## src/rtl/mem_port_arbiter_pkg.sv

```systemverilog
// Shared types and constants for the IF/MEM memory port arbiter.
package mem_port_arbiter_pkg;

    localparam int unsigned LATENCY_MIN = 1;
    localparam int unsigned LATENCY_MAX = 15;
    localparam int unsigned CNT_W       = 4;

    typedef enum logic [1:0] {
        IDLE  = 2'd0,
        ISSUE = 2'd1,
        WAIT  = 2'd2,
        DONE  = 2'd3
    } state_t;

    typedef enum logic {
        GRANT_IF  = 1'b0,
        GRANT_MEM = 1'b1
    } grant_t;

endpackage

```

## src/rtl/mem_wait_counter.sv

```systemverilog
// Load/decrement counter timing the memory latency window.
module mem_wait_counter
    import mem_port_arbiter_pkg::*;
(
    input  logic             clock,
    input  logic             reset,
    input  logic             i_load,
    input  logic [CNT_W-1:0] i_load_val,
    input  logic             i_dec,
    output logic             o_last_c
);

    logic [CNT_W-1:0] r_count;

    always_ff @(posedge clock or posedge reset) begin
        if (reset) begin
            r_count <= '0;
        end else if (i_load) begin
            r_count <= i_load_val;
        end else if (i_dec && (r_count != '0)) begin
            r_count <= r_count - CNT_W'(1);
        end
    end

    assign o_last_c = (r_count == CNT_W'(1));

endmodule

```

## src/rtl/mem_port_arbiter.sv

```systemverilog
// Round-robin arbiter sharing one single-ported memory between fetch and
// memory stages, with fixed-latency sequencing and fetch flush handling.
module mem_port_arbiter
    import mem_port_arbiter_pkg::*;
#(
    parameter int unsigned ADDR_W  = 8,
    parameter int unsigned DATA_W  = 8,
    parameter int unsigned LATENCY = 2
) (
    input  logic              clock,
    input  logic              reset,
    input  logic              flush,
    input  logic              if_req,
    input  logic [ADDR_W-1:0] if_addr,
    output logic              if_ack,
    output logic [DATA_W-1:0] if_rdata,
    output logic              stall_if,
    input  logic              mem_rd,
    input  logic              mem_wr,
    input  logic [ADDR_W-1:0] mem_addr,
    input  logic [DATA_W-1:0] mem_wdata,
    output logic              mem_ack,
    output logic [DATA_W-1:0] mem_rdata,
    output logic              stall_mem,
    output logic              ram_en,
    output logic              ram_we,
    output logic [ADDR_W-1:0] ram_addr,
    output logic [DATA_W-1:0] ram_wdata,
    input  logic [DATA_W-1:0] ram_rdata
);

    localparam logic [CNT_W-1:0] LAT_LD = CNT_W'(LATENCY);

    state_t            r_state;
    state_t            w_state_nxt;
    grant_t            r_grant;
    grant_t            w_grant_nxt;
    grant_t            r_last_grant;
    logic              r_wr;
    logic              r_drop;
    logic              r_if_ack;
    logic              r_mem_ack;
    logic              r_ram_en;
    logic              r_ram_we;
    logic [ADDR_W-1:0] r_ram_addr;
    logic [DATA_W-1:0] r_ram_wdata;
    logic [DATA_W-1:0] r_if_rdata;
    logic [DATA_W-1:0] r_mem_rdata;

    logic w_if_req;
    logic w_mem_req;
    logic w_start;
    logic w_flush_hit;
    logic w_capture;
    logic w_cnt_load;
    logic w_cnt_dec;
    logic w_last_c;

    // A flush in the same cycle as a fetch request blocks that grant.
    assign w_if_req    = if_req & ~flush;
    assign w_mem_req   = mem_rd | mem_wr;
    assign w_start     = (r_state == IDLE) && (w_state_nxt == ISSUE);
    assign w_flush_hit = flush && (r_grant == GRANT_IF) && (r_state != IDLE);
    assign w_capture   = (r_state == WAIT) && w_last_c;
    assign w_cnt_load  = (r_state == ISSUE);
    assign w_cnt_dec   = (r_state == WAIT);

    mem_wait_counter u_wait_cnt (
        .clock      (clock),
        .reset      (reset),
        .i_load     (w_cnt_load),
        .i_load_val (LAT_LD),
        .i_dec      (w_cnt_dec),
        .o_last_c   (w_last_c)
    );

    always_ff @(posedge clock or posedge reset) begin
        if (reset) begin
            r_state <= IDLE;
        end else begin
            r_state <= w_state_nxt;
        end
    end

    always_comb begin
        w_state_nxt = r_state;
        w_grant_nxt = r_grant;
        case (r_state)
            IDLE: begin
                if (w_if_req && w_mem_req) begin
                    w_grant_nxt = (r_last_grant == GRANT_IF) ? GRANT_MEM : GRANT_IF;
                    w_state_nxt = ISSUE;
                end else if (w_if_req) begin
                    w_grant_nxt = GRANT_IF;
                    w_state_nxt = ISSUE;
                end else if (w_mem_req) begin
                    w_grant_nxt = GRANT_MEM;
                    w_state_nxt = ISSUE;
                end
            end
            ISSUE:   w_state_nxt = WAIT;
            WAIT:    if (w_last_c) w_state_nxt = DONE;
            DONE:    w_state_nxt = IDLE;
            default: w_state_nxt = IDLE;
        endcase
    end

    always_ff @(posedge clock or posedge reset) begin
        if (reset) begin
            r_grant      <= GRANT_IF;
            r_last_grant <= GRANT_IF;
            r_wr         <= 1'b0;
            r_drop       <= 1'b0;
            r_if_ack     <= 1'b0;
            r_mem_ack    <= 1'b0;
            r_ram_en     <= 1'b0;
            r_ram_we     <= 1'b0;
            r_ram_addr   <= '0;
            r_ram_wdata  <= '0;
            r_if_rdata   <= '0;
            r_mem_rdata  <= '0;
        end else begin
            r_ram_en  <= w_start;
            r_ram_we  <= w_start && (w_grant_nxt == GRANT_MEM) && mem_wr;
            r_if_ack  <= 1'b0;
            r_mem_ack <= 1'b0;

            if (w_start) begin
                r_grant <= w_grant_nxt;
                if (w_grant_nxt == GRANT_MEM) begin
                    r_wr        <= mem_wr;
                    r_ram_addr  <= mem_addr;
                    r_ram_wdata <= mem_wdata;
                end else begin
                    r_wr        <= 1'b0;
                    r_ram_addr  <= if_addr;
                end
            end

            // Dropped fetches still run full timing but never update if_rdata.
            if (w_capture) begin
                if (r_grant == GRANT_MEM) begin
                    r_mem_ack <= 1'b1;
                    if (!r_wr) r_mem_rdata <= ram_rdata;
                end else if (!r_drop && !flush) begin
                    r_if_ack   <= 1'b1;
                    r_if_rdata <= ram_rdata;
                end
            end

            if (r_state == DONE) begin
                r_last_grant <= r_grant;
                r_drop       <= 1'b0;
            end else if (w_flush_hit) begin
                r_drop <= 1'b1;
            end
        end
    end

    // A flush arriving in DONE still cancels the fetch ack that cycle.
    assign if_ack    = r_if_ack & ~flush;
    assign mem_ack   = r_mem_ack;
    assign if_rdata  = r_if_rdata;
    assign mem_rdata = r_mem_rdata;
    assign ram_en    = r_ram_en;
    assign ram_we    = r_ram_we;
    assign ram_addr  = r_ram_addr;
    assign ram_wdata = r_ram_wdata;
    assign stall_if  = if_req & ~if_ack;
    assign stall_mem = (mem_rd | mem_wr) & ~mem_ack;

endmodule
```

## config.mk

```make
export PLATFORM = sky130hd
export DESIGN_NAME = mem_port_arbiter
export DESIGN_NICKNAME = d
export VERILOG_FILES = /design/src/rtl/mem_port_arbiter_pkg.sv /design/src/rtl/mem_wait_counter.sv /design/src/rtl/mem_port_arbiter.sv
export SDC_FILE = /design/constraint.sdc
export NUM_CORES = 1
export LEC_CHECK = 0
export ABC_AREA = 1
export ABC_CLOCK_PERIOD_IN_PS = 2700
export BUFFER_PORTS_ARGS = -buffer_cell sky130_fd_sc_hd__buf_2
export CAP_MARGIN = 20
export CORE_UTILIZATION = 35
export CTS_BUF_LIST = sky130_fd_sc_hd__clkbuf_8
export CTS_CLUSTER_SIZE = 40
export DETAILED_ROUTE_END_ITERATION = 7
export PLACE_DENSITY = 0.62
export SYNTH_ARGS = -nofsm -noshare
export SYNTH_HDL_FRONTEND = slang
export SYNTH_HIERARCHICAL = 1
export SYNTH_SLANG_ARGS = --single-unit
```

## constraint.sdc

```tcl
create_clock -name clock -period 2.7 [get_ports clock]
set_clock_uncertainty 0.1 [all_clocks]
set_input_delay 0.81 -clock clock [delete_from_list [all_inputs] [get_ports clock]]
set_output_delay 0.81 -clock clock [all_outputs]
set_load 0.01 [all_outputs]
```

==> flow_metrics.env, run 1 <==
export IMPL_run_status="finished clean"
export IMPL_antenna_found_initial=0
export IMPL_dr_pass1_iters=4
export IMPL_hold_viol_final=0
export IMPL_synth_area_sq_um=2260
export IMPL_grt_max_degree=24
export IMPL_max_vdd_ir_drop_mv=0.448
export IMPL_synth_cells=267
export IMPL_clkSinkCount=46
export IMPL_num_vias=1852
export IMPL_core_sq_um=6060
export IMPL_drt_iter0_drc=52
export IMPL_syn_area_per_cell_sq_um=8.47
export IMPL_antennaDiodeCount=0
export IMPL_io_pins=76
export IMPL_crit_start="u_wait_cnt/r_count[1]"
export IMPL_vias_per_cell=4.37
export IMPL_cts_hold_buf=0
export IMPL_rsz0062_at_grt="false"
export IMPL_placed_area_sq_um=2720
export IMPL_rr_startpoint="u_wait_cnt/r_count[1]"
export IMPL_ff2ff_path_depth=10
export IMPL_min_period_over_period_pct=82.1
export IMPL_worstSetupStartpointType="flip-flop"
export IMPL_synth_area_leaders="dfrtp_1 (51%), nand2_1 (15%), inv_1 (7.1%), nand3_1 (4.2%), ha_1 (3.9%)"
export IMPL_grt_pass1_vias=1686
export IMPL_critPathKind="flip-flop to flip-flop"
export IMPL_relSlewSlack_pct=55.6
export IMPL_r2r_slack_ns=0.48
export IMPL_critPathCaptureType="flip-flop"
export IMPL_wl_per_cell_um=11.1
export IMPL_cts_root_buf="clkbuf_8"
export IMPL_clockBufferDepth=2
export IMPL_worst_ep_arrival_time_ns=2.32
export IMPL_clk_latency_ns=0.30
export IMPL_crit_path_end="ram_wdata[7]"
export IMPL_ctsResizeCount=0
export IMPL_grt_util_all_layers_pct=15.0
export IMPL_grt_pass1_wl_mm=7.69
export IMPL_tritoncts="yes"
export IMPL_synth_area_leader_cell="dfrtp_1"
export IMPL_final_nets=393
export IMPL_cp_cell_sequence="inv_1, ha_1, nor3b_1, o21ai_1, nand2_1, nand3_2, inv_2, nand2_8, nand2_1, nand2_1"
export IMPL_synth_top_area_share_pct=50.9
export IMPL_cts_buffers=5
export IMPL_worstPathRequired_ns=2.80
export IMPL_seq_area_sq_um=1150
export IMPL_n_fill_cell=630
export IMPL_die_h_um=82.4
export IMPL_die_x_um=82.4
export IMPL_cts_setup_buffers=0
export IMPL_drv_cap=0
export IMPL_cpMaxStageDelayCell="dfrtp_1"
export IMPL_fmaxAchievable_mhz=451
export IMPL_synth_cell_types=25
export IMPL_drt_wl_total_mm=4.70
export IMPL_cpPeakStageDelay_ns=0.40
export IMPL_ys_seq_area_share_pct=50.9
export IMPL_ys_seq_elements=46
export IMPL_p_per_area_nw_per_um2=1090
export IMPL_tightestPinTransition_ns=0.664
export IMPL_h_tree_depth=2
export IMPL_p_leak_nw=1.67
export IMPL_setup_violations=0
export IMPL_final_cell_count_no_fill=424
export IMPL_yosys_warnings=6
export IMPL_clkTransAtPathRegs_ns=0.09
export IMPL_path_common_cell="nand2_1"
export IMPL_period_needed_ns=2.22
export IMPL_place_congestion=0.805
export IMPL_overflow=0
export IMPL_min_path_type="input pin to async pin"
export IMPL_drv_slew=0
export IMPL_drcViolationCount=0
export IMPL_dp_hpwl_mm=3.61
export IMPL_rows=28
export IMPL_multi_input_area_sq_um=898
export IMPL_place_inst=416
export IMPL_fin_area_sq_um=2810
export IMPL_path_max_fanout=11
export IMPL_io_buffer_count=75
export IMPL_r2r_end="ram_wdata[7]"
export IMPL_start_util_pct=37.3
export IMPL_ant_nets=0
export IMPL_die_area_sq_um=6790
export IMPL_layout_drive_gt1_share_pct=31.8
export IMPL_area_growth_pct=24.3
export IMPL_setup_tns_ns=0
-- cell families after synthesis --
group / count (synthesis) / share of synthesized area (%)
DFF: 46 / 50.9
and+or+nand+nor: 138 / 28.8
other: 2 / 0.332
adders and majority gates: 7 / 3.87
AOI/OAI and AO/OA: 23 / 6.42
buffers and inverters: 51 / 9.73
-- cells in the mapped netlist, drive strengths merged --
cell type	number
inv	47
a21oi	2
dfrtp	46
conb	2
nor2	16
nand3	22
ha	7
nand3b	1
nand4	1
o21ai	21
nor3	2
nand2	95
buf	4
nor3b	1
-- worst max-delay path: cells and delay by family (launching register included) --
family / cells / cell delay, ns
and+or+nand+nor: 6 / 0.96
AOI/OAI and AO/OA: 1 / 0.10
DFF: 1 / 0.40
adders and majority gates: 1 / 0.14
buffers and inverters: 2 / 0.42
-- area by class of cell --
cell class	instances	share of cell area, %
multi-input cells	172	32.0
clock inverters	3	0.801
clock buffers	5	2.45
well taps	75	3.34
flip-flops and latches	46	40.9
repair buffers	76	14.1
inverters	47	6.45
-- worst min path at each step --
stage / slack [ns] / endpoint / cells after the start / from
5_1_grt: 0.30 / u_wait_cnt/r_count[1] / 2 / reset
2_1_floorplan: 0.35 / r_wr / 2 / r_wr
3_5_place_dp: 0.36 / ram_wdata[2] / 2 / ram_wdata[2]
4_1_cts: 0.30 / u_wait_cnt/r_count[1] / 2 / reset
6_report: 0.30 / u_wait_cnt/r_count[1] / 2 / reset
3_3_place_gp: 0.36 / ram_wdata[2] / 2 / ram_wdata[2]
-- metrics by stage --
stage | power (W) | hold WS [ns] | setup WS [ns] | util (%)
5_1_grt | 0.00336 | 0.296 | 0.321 | 46.4
4_1_cts | 0.00312 | 0.296 | 0.467 | 46.4
3_5_place_dp | 0.00267 | 0.355 | 0.473 | 44.9
6_report | 0.00307 | 0.297 | 0.482 | 46.4
3_3_place_gp | 0.00264 | 0.356 | 0.467 | 44.9
2_1_floorplan | 0.00222 | 0.349 | 0.665 | -
-- where the power goes --
| part | switching (W) | internal [W] | leakage, nW | total (W) |
|---|---|---|---|---|
| registers | 0.000186 | 0.00101 | 0.568 | 0.00119 |
| logic | 0.000880 | 0.000562 | 1.05 | 0.00144 |
| clock network | 0.000246 | 0.000187 | 0.0489 | 0.000434 |
-- state kept, by name, summed over array words and instances, names as in the netlist --
signal              flops
mem_ack                 1
ram_we                  1
r_last_grant            1
mem_rdata               8
ram_wdata               8
u_wait_cnt/r_count      4
ram_addr                8
r_grant                 1
r_drop                  1
if_rdata                8
ram_en                  1
r_state                 2
r_wr                    1
r_if_ack                1
-- routing by layer --
layer	part of all wire [%]	global-route usage, %
met3	4.4	3.19
met4	1.3	4.21
met5	0	0
met2	48	25.4
met1	46	19.3
-- cell usage in the layout, fill, tap and decap left out, types with 4 or more instances in the layout --
master	instances
clkbuf_8	5
inv_1	42
nor2_1	11
buf_2	75
inv_2	4
conb_1	4
nor2_2	4
o21ai_1	7
ha_1	7
dfrtp_1	46
nand3_1	19
nand2_1	90
o21ai_0	6
o21ai_2	8
No activity file was read; power rests on OpenSTA's default activity.
==> run 2: changes to the inputs <==
ABC_CLOCK_PERIOD_IN_PS = 2200   (was 2700)
clock period = 2.2 ns   (was 2.7 ns; I/O delays follow)
==> run 2 against run 1 <==
Against the previous run:
- clock power is 30% higher
- worst hold slack lost 0.15 ns
- die area is the same
- sequential power rose by 24%
- final area rose by 0.80%
- sequential cell count is the same
- wire length increased by 0.77%
==> flow_metrics.env, run 2 (synthesis gave the netlist of run 1 again) <==
export IMPL_grt_pass1_wl_mm=8.09
export IMPL_fin_area_sq_um=2830
export IMPL_rsz0062_at_grt="false"
export IMPL_worstSetupStartpointType="flip-flop"
export IMPL_place_congestion=0.792
export IMPL_power_share_switching_pct=42.5
export IMPL_cts_root_buf="clkbuf_8"
export IMPL_min_period_over_period_pct=88.6
export IMPL_drt_iter0_drc=81
export IMPL_io_pins=76
export IMPL_cp_cell_sequence="inv_1, ha_1, nor3b_1, o21ai_1, nand2_1, nand3_2, buf_4, nor2_8, nand2_1, nand2_1"
export IMPL_layout_cells_most_common="nand2_1"
export IMPL_hold_viol_final=0
export IMPL_wl_per_cell_um=11.1
export IMPL_finish_utilization_pct=46.8
export IMPL_setup_tns_ns=0
export IMPL_power_switching_w=0.00162
export IMPL_power_frac_comb_pct=46.6
export IMPL_cpMaxStageDelayCell="dfrtp_1"
export IMPL_min_path_type="input pin to async pin"
export IMPL_antennaDiodeCount=0
export IMPL_clkTransAtPathRegs_ns=0.10
export IMPL_grt_pass1_vias=1824
export IMPL_critPathCaptureType="flip-flop"
export IMPL_clkPwrFrac_pct=14.8
export IMPL_h_tree_depth=2
export IMPL_r2r_end="r_wr"
export IMPL_p_per_area_nw_per_um2=1350
export IMPL_num_vias=1879
export IMPL_drv_slew=0
export IMPL_io_buffer_count=75
export IMPL_cts_setup_buffers=0
export IMPL_antenna_found_initial=0
export IMPL_core_sq_um=6060
export IMPL_crit_family="simple AND/OR/NAND/NOR gates"
export IMPL_period_needed_ns=1.95
export IMPL_ctsResizeCount=0
export IMPL_setup_ws_ns=0.251
export IMPL_run_status="finished clean"
export IMPL_pre_cts_slack_ns=0.258
export IMPL_worstPathRequired_ns=2.35
export IMPL_final_nets=395
export IMPL_max_vdd_ir_drop_mv=0.565
export IMPL_setup_violations=0
export IMPL_path_common_cell="nand2_1"
export IMPL_path_max_fanout=10
export IMPL_placed_area_sq_um=2740
export IMPL_critPathKind="flip-flop to flip-flop"
export IMPL_clkSinkCount=46
export IMPL_die_x_um=82.4
export IMPL_clockBufferDepth=2
export IMPL_drv_cap=0
export IMPL_path_buf_inv=2
export IMPL_area_growth_pct=25.3
export IMPL_worst_ep_arrival_time_ns=2.10
export IMPL_tritoncts="yes"
export IMPL_drcViolationCount=0
export IMPL_layout_common_cells="nand2_1 (90), buf_2 (75), dfrtp_1 (46)"
export IMPL_grt_util_all_layers_pct=15.6
export IMPL_cts_hold_buf=0
export IMPL_overflow=0
export IMPL_p_seq_share_pct=38.6
export IMPL_dp_hpwl_mm=3.61
export IMPL_n_fill_cell=615
export IMPL_p_leak_nw=1.67
export IMPL_rr_startpoint="u_wait_cnt/r_count[1]"
export IMPL_fin_hold_ws_ns=0.152
export IMPL_cts_buffers=5
export IMPL_start_util_pct=37.3
export IMPL_r2r_slack_ns=0.25
export IMPL_drt_wl_total_mm=4.74
export IMPL_die_h_um=82.4
export IMPL_multi_input_area_sq_um=898
export IMPL_fmaxAchievable_mhz=513
export IMPL_ant_nets=0
export IMPL_grt_max_degree=24
export IMPL_layout_drive_gt1_share_pct=32.2
export IMPL_rows=28
export IMPL_dr_pass1_iters=4
export IMPL_ff2ff_path_depth=10
export IMPL_clk_latency_ns=0.30
export IMPL_cpPeakStageDelay_ns=0.41
export IMPL_die_area_sq_um=6790
export IMPL_vias_per_cell=4.41
export IMPL_p_int_w=0.00220
export IMPL_seq_area_sq_um=1150
==> run 2: cell type report <==
type,count,area share (%)
multi-input cells,172,31.7
clock buffers,6,2.91
inverters,47,6.40
clock inverters,2,0.574
repair buffers,78,14.5
flip-flops and latches,46,40.6
well taps,75,3.31
==> run 2: metrics by stage <==
step / instances / total power (W)
after floorplan: 269 / 0.00272
after global placement: 418 / 0.00326
after detailed placement: 418 / 0.00329
after CTS: 426 / 0.00387
after global routing: 426 / 0.00421
final: 426 / 0.00382
==> run 2: power groups by stage <==
stage / Clock [W] / Combinational, W / Sequential [W]
after global routing: 0.000626 / 0.00205 / 0.00153
after floorplan: 0 / 0.00112 / 0.00160
after global placement: 0 / 0.00177 / 0.00149
final: 0.000564 / 0.00178 / 0.00147
after CTS: 0.000583 / 0.00180 / 0.00148
after detailed placement: 0 / 0.00181 / 0.00148
==> run 2: worst register-to-register path: cells and delay by family (launching register included) <==
family | cells | cell delay, ns
AOI/OAI and AO/OA | 1 | 0.11
DFF | 1 | 0.41
and+or+nand+nor | 6 | 0.88
buffers and inverters | 2 | 0.27
adders and majority gates | 1 | 0.13
==> run 2: routing by layer <==
metal / global-route usage (%) / part of all wire, % / vias up
met5: 0 / 0 / -
met4: 4.39 / 1.7 / 0
met3: 3.52 / 3.8 / 8
met2: 25.4 / 48 / 45
met1: 20.8 / 47 / 852
li1: - / - / 974
==> run 2: how the worst max path moves through the flow <==
stage | from | to | depth (start not counted)
finish | u_wait_cnt/r_count[1] | r_wr | 10
global placement | u_wait_cnt/r_count[1] | r_wr | 10
floorplan | reset | if_rdata[0] | 1
global route | u_wait_cnt/r_count[1] | ram_we | 10
detailed placement | u_wait_cnt/r_count[1] | if_rdata[5] | 5
CTS | u_wait_cnt/r_count[1] | if_rdata[5] | 5
==> run 3: changes to the inputs <==
SYNTH_HIERARCHICAL = unset   (was 1)
==> run 3 against run 2 <==
Against the previous run:
- sequential cell count did not move
- worst hold slack better by 0.12 ns
- critical path type is now input pin to primary output
- sequential power down 5%
- utilization grew 0.11 points
- final cell count down 5.6%
- total power is 0.71% higher
- non-clock buffer count rose by 1
- die area is 2.5% lower
- largest cell class unchanged
- worst setup slack got worse by 0.012 ns
- largest power group unchanged
- sequential share of layout area grew 0.38 points
==> flow_metrics.env, run 3 <==
export IMPL_layout_common_cells="nand2_1 (90), buf_2 (75), dfrtp_1 (46)"
export IMPL_io_buffer_count=75
export IMPL_power_share_switching_pct=40.0
export IMPL_finish_utilization_pct=46.9
export IMPL_pre_cts_slack_ns=0.206
export IMPL_min_path_type="input pin to async pin"
export IMPL_overflow=0
export IMPL_power_frac_comb_pct=43.5
export IMPL_cts_hold_buf=0
export IMPL_final_cell_count_no_fill=402
export IMPL_dr_pass1_iters=4
export IMPL_core_sq_um=5990
export IMPL_p_leak_nw=1.56
export IMPL_syn_nets=290
export IMPL_final_nets=371
export IMPL_critPathKind="input pin to primary output"
export IMPL_path_max_fanout=3
export IMPL_ys_seq_elements=46
export IMPL_cts_buffers=5
export IMPL_clkPwrFrac_pct=20.2
export IMPL_worstPathRequired_ns=1.44
export IMPL_ant_nets=0
export IMPL_rsz0062_at_grt="false"
export IMPL_tritoncts="yes"
export IMPL_synth_top_area_share_pct=52.2
export IMPL_synth_common_cells="nand2_1 (90), dfrtp_1 (46), inv_1 (22)"
export IMPL_synth_area_leader_cell="dfrtp_1"
export IMPL_p_seq_share_pct=36.3
export IMPL_cts_setup_buffers=0
export IMPL_synth_cells=245
export IMPL_yosys_warnings=0
export IMPL_antennaDiodeCount=0
export IMPL_synth_edf_count=0
export IMPL_period_needed_ns=1.96
export IMPL_io_pins=76
export IMPL_num_vias=1826
export IMPL_worstSetupStartpointType="input pin"
export IMPL_hold_viol_final=0
export IMPL_clk_latency_ns=0.30
export IMPL_area_growth_pct=27.4
export IMPL_h_tree_depth=2
export IMPL_cts_root_buf="clkbuf_8"
export IMPL_synth_async_reset_ratio_pct=100
export IMPL_start_util_pct=36.8
export IMPL_grt_max_degree=27
export IMPL_crit_start="mem_wr"
export IMPL_ys_seq_area_share_pct=52.2
export IMPL_relSlewSlack_pct=67.9
export IMPL_drv_slew=0
export IMPL_place_congestion=0.717
export IMPL_clkSinkCount=46
export IMPL_syn_area_per_cell_sq_um=8.99
export IMPL_drv_cap=0
export IMPL_rr_startpoint="r_state[0]"
export IMPL_max_vdd_ir_drop_mv=0.464
export IMPL_p_per_area_nw_per_um2=1370
export IMPL_grt_pass1_wl_mm=7.91
export IMPL_setup_tns_ns=0
export IMPL_grt_pass1_vias=1668
export IMPL_synth_area_leaders="dfrtp_1 (52%), nand2_1 (15%), ha_1 (4.0%), inv_1 (3.7%), o21ai_0 (3.4%)"
export IMPL_fin_total_pwr_w=0.00385
export IMPL_worst_ep_arrival_time_ns=1.20
export IMPL_synth_area_sq_um=2200
export IMPL_run_status="finished clean"
export IMPL_synth_ff_type="dfrtp_1"
export IMPL_die_area_sq_um=6620
export IMPL_place_inst=394
export IMPL_drt_wl_total_mm=4.88
export IMPL_die_h_um=81.3
export IMPL_drcViolationCount=0
export IMPL_antenna_found_initial=0
export IMPL_ctsResizeCount=0
export IMPL_p_int_w=0.00231
export IMPL_clkTransAtPathRegs_ns=0.09
export IMPL_synth_cell_types=28
export IMPL_yosysMostFrequentCell="nand2_1"
export IMPL_tightestPinTransition_ns=0.481
export IMPL_min_period_over_period_pct=89.2
export IMPL_dp_hpwl_mm=3.66
export IMPL_die_x_um=81.3
export IMPL_drt_iter0_drc=77
export IMPL_layout_drive_gt1_share_pct=33.3
export IMPL_power_switching_w=0.00154
export IMPL_layout_cells_most_common="nand2_1"
export IMPL_grt_util_all_layers_pct=16.0
export IMPL_wl_per_cell_um=12.1
export IMPL_critPathCaptureType="primary output"
export IMPL_setup_violations=0
export IMPL_setup_ws_ns=0.239
export IMPL_fmaxAchievable_mhz=510
export IMPL_vias_per_cell=4.54
export IMPL_clockBufferDepth=2
export IMPL_rows=28
==> run 3: power groups by stage <==
stage	Clock (W)	Combinational (W)	Sequential, W
global placement	0	0.00167	0.00140
CTS	0.000803	0.00170	0.00140
floorplan	0	0.00107	0.00153
detailed placement	0	0.00170	0.00141
global route	0.000827	0.00189	0.00144
finish	0.000779	0.00167	0.00139
==> run 3: logic make-up (layout without fill, tap and decap cells) <==
logic type	Yosys count	count (layout)	share of synthesized area, %
adders and majority gates	7	7	3.97
xor gates and xnor gates	1	1	0.398
DFF	46	46	52.2
buffers and inverters	29	111	6.42
and+or+nand+nor	140	140	31.6
AOI/OAI and AO/OA	22	22	5.39
==> run 3: path summary, 6_finish.rpt <==
kind                                endpoint  slack (ns)  cells past startpoint
min in group clock              ram_wdata[4]        0.37                      2
worst max register to register  mem_rdata[2]        0.31                      7
worst min-delay path                  ram_we        0.27                      2
worst max-delay path               stall_mem        0.24                      4
max in group asynchronous             r_drop        1.23                      3
worst min register to register  ram_wdata[4]        0.37                      2
==> run 3: critical path: stages <==
cell and delay [ns]:
buf_2 0.11, nor2_1 0.23, nor2_1 0.06, buf_2 0.14
==> run 3: per-layer routing <==
metal  vias up  global-route usage (%)  share of wire (%)
met4         0                    5.89                1.5
met2        36                    26.4                 50
met5         -                       0                  0
met1       848                    20.1                 45
met3         4                    3.71                4.4
li1        938                       -                  -
==> run 3: metrics by stage <==
| step | hold WS [ns] | area, sq um |
|---|---|---|
| final | 0.267 | 2810 |
| after global routing | 0.302 | 2810 |
| after CTS | 0.286 | 2810 |
| after detailed placement | 0.354 | 2670 |
| after global placement | 0.349 | 2670 |
| after floorplan | 0.367 | 2200 |
==> run 3: area by class of cell <==
| type | count | area [sq um] |
|---|---|---|
| sequential | 46 | 1150 |
| timing repair buffer | 79 | 418 |
| clock buffer | 6 | 82.6 |
| fill | 595 | 3180 |
| inverter | 24 | 91.3 |
| clock inverter | 2 | 60.1 |
| tap | 75 | 93.8 |
| multi-input combinational | 170 | 911 |
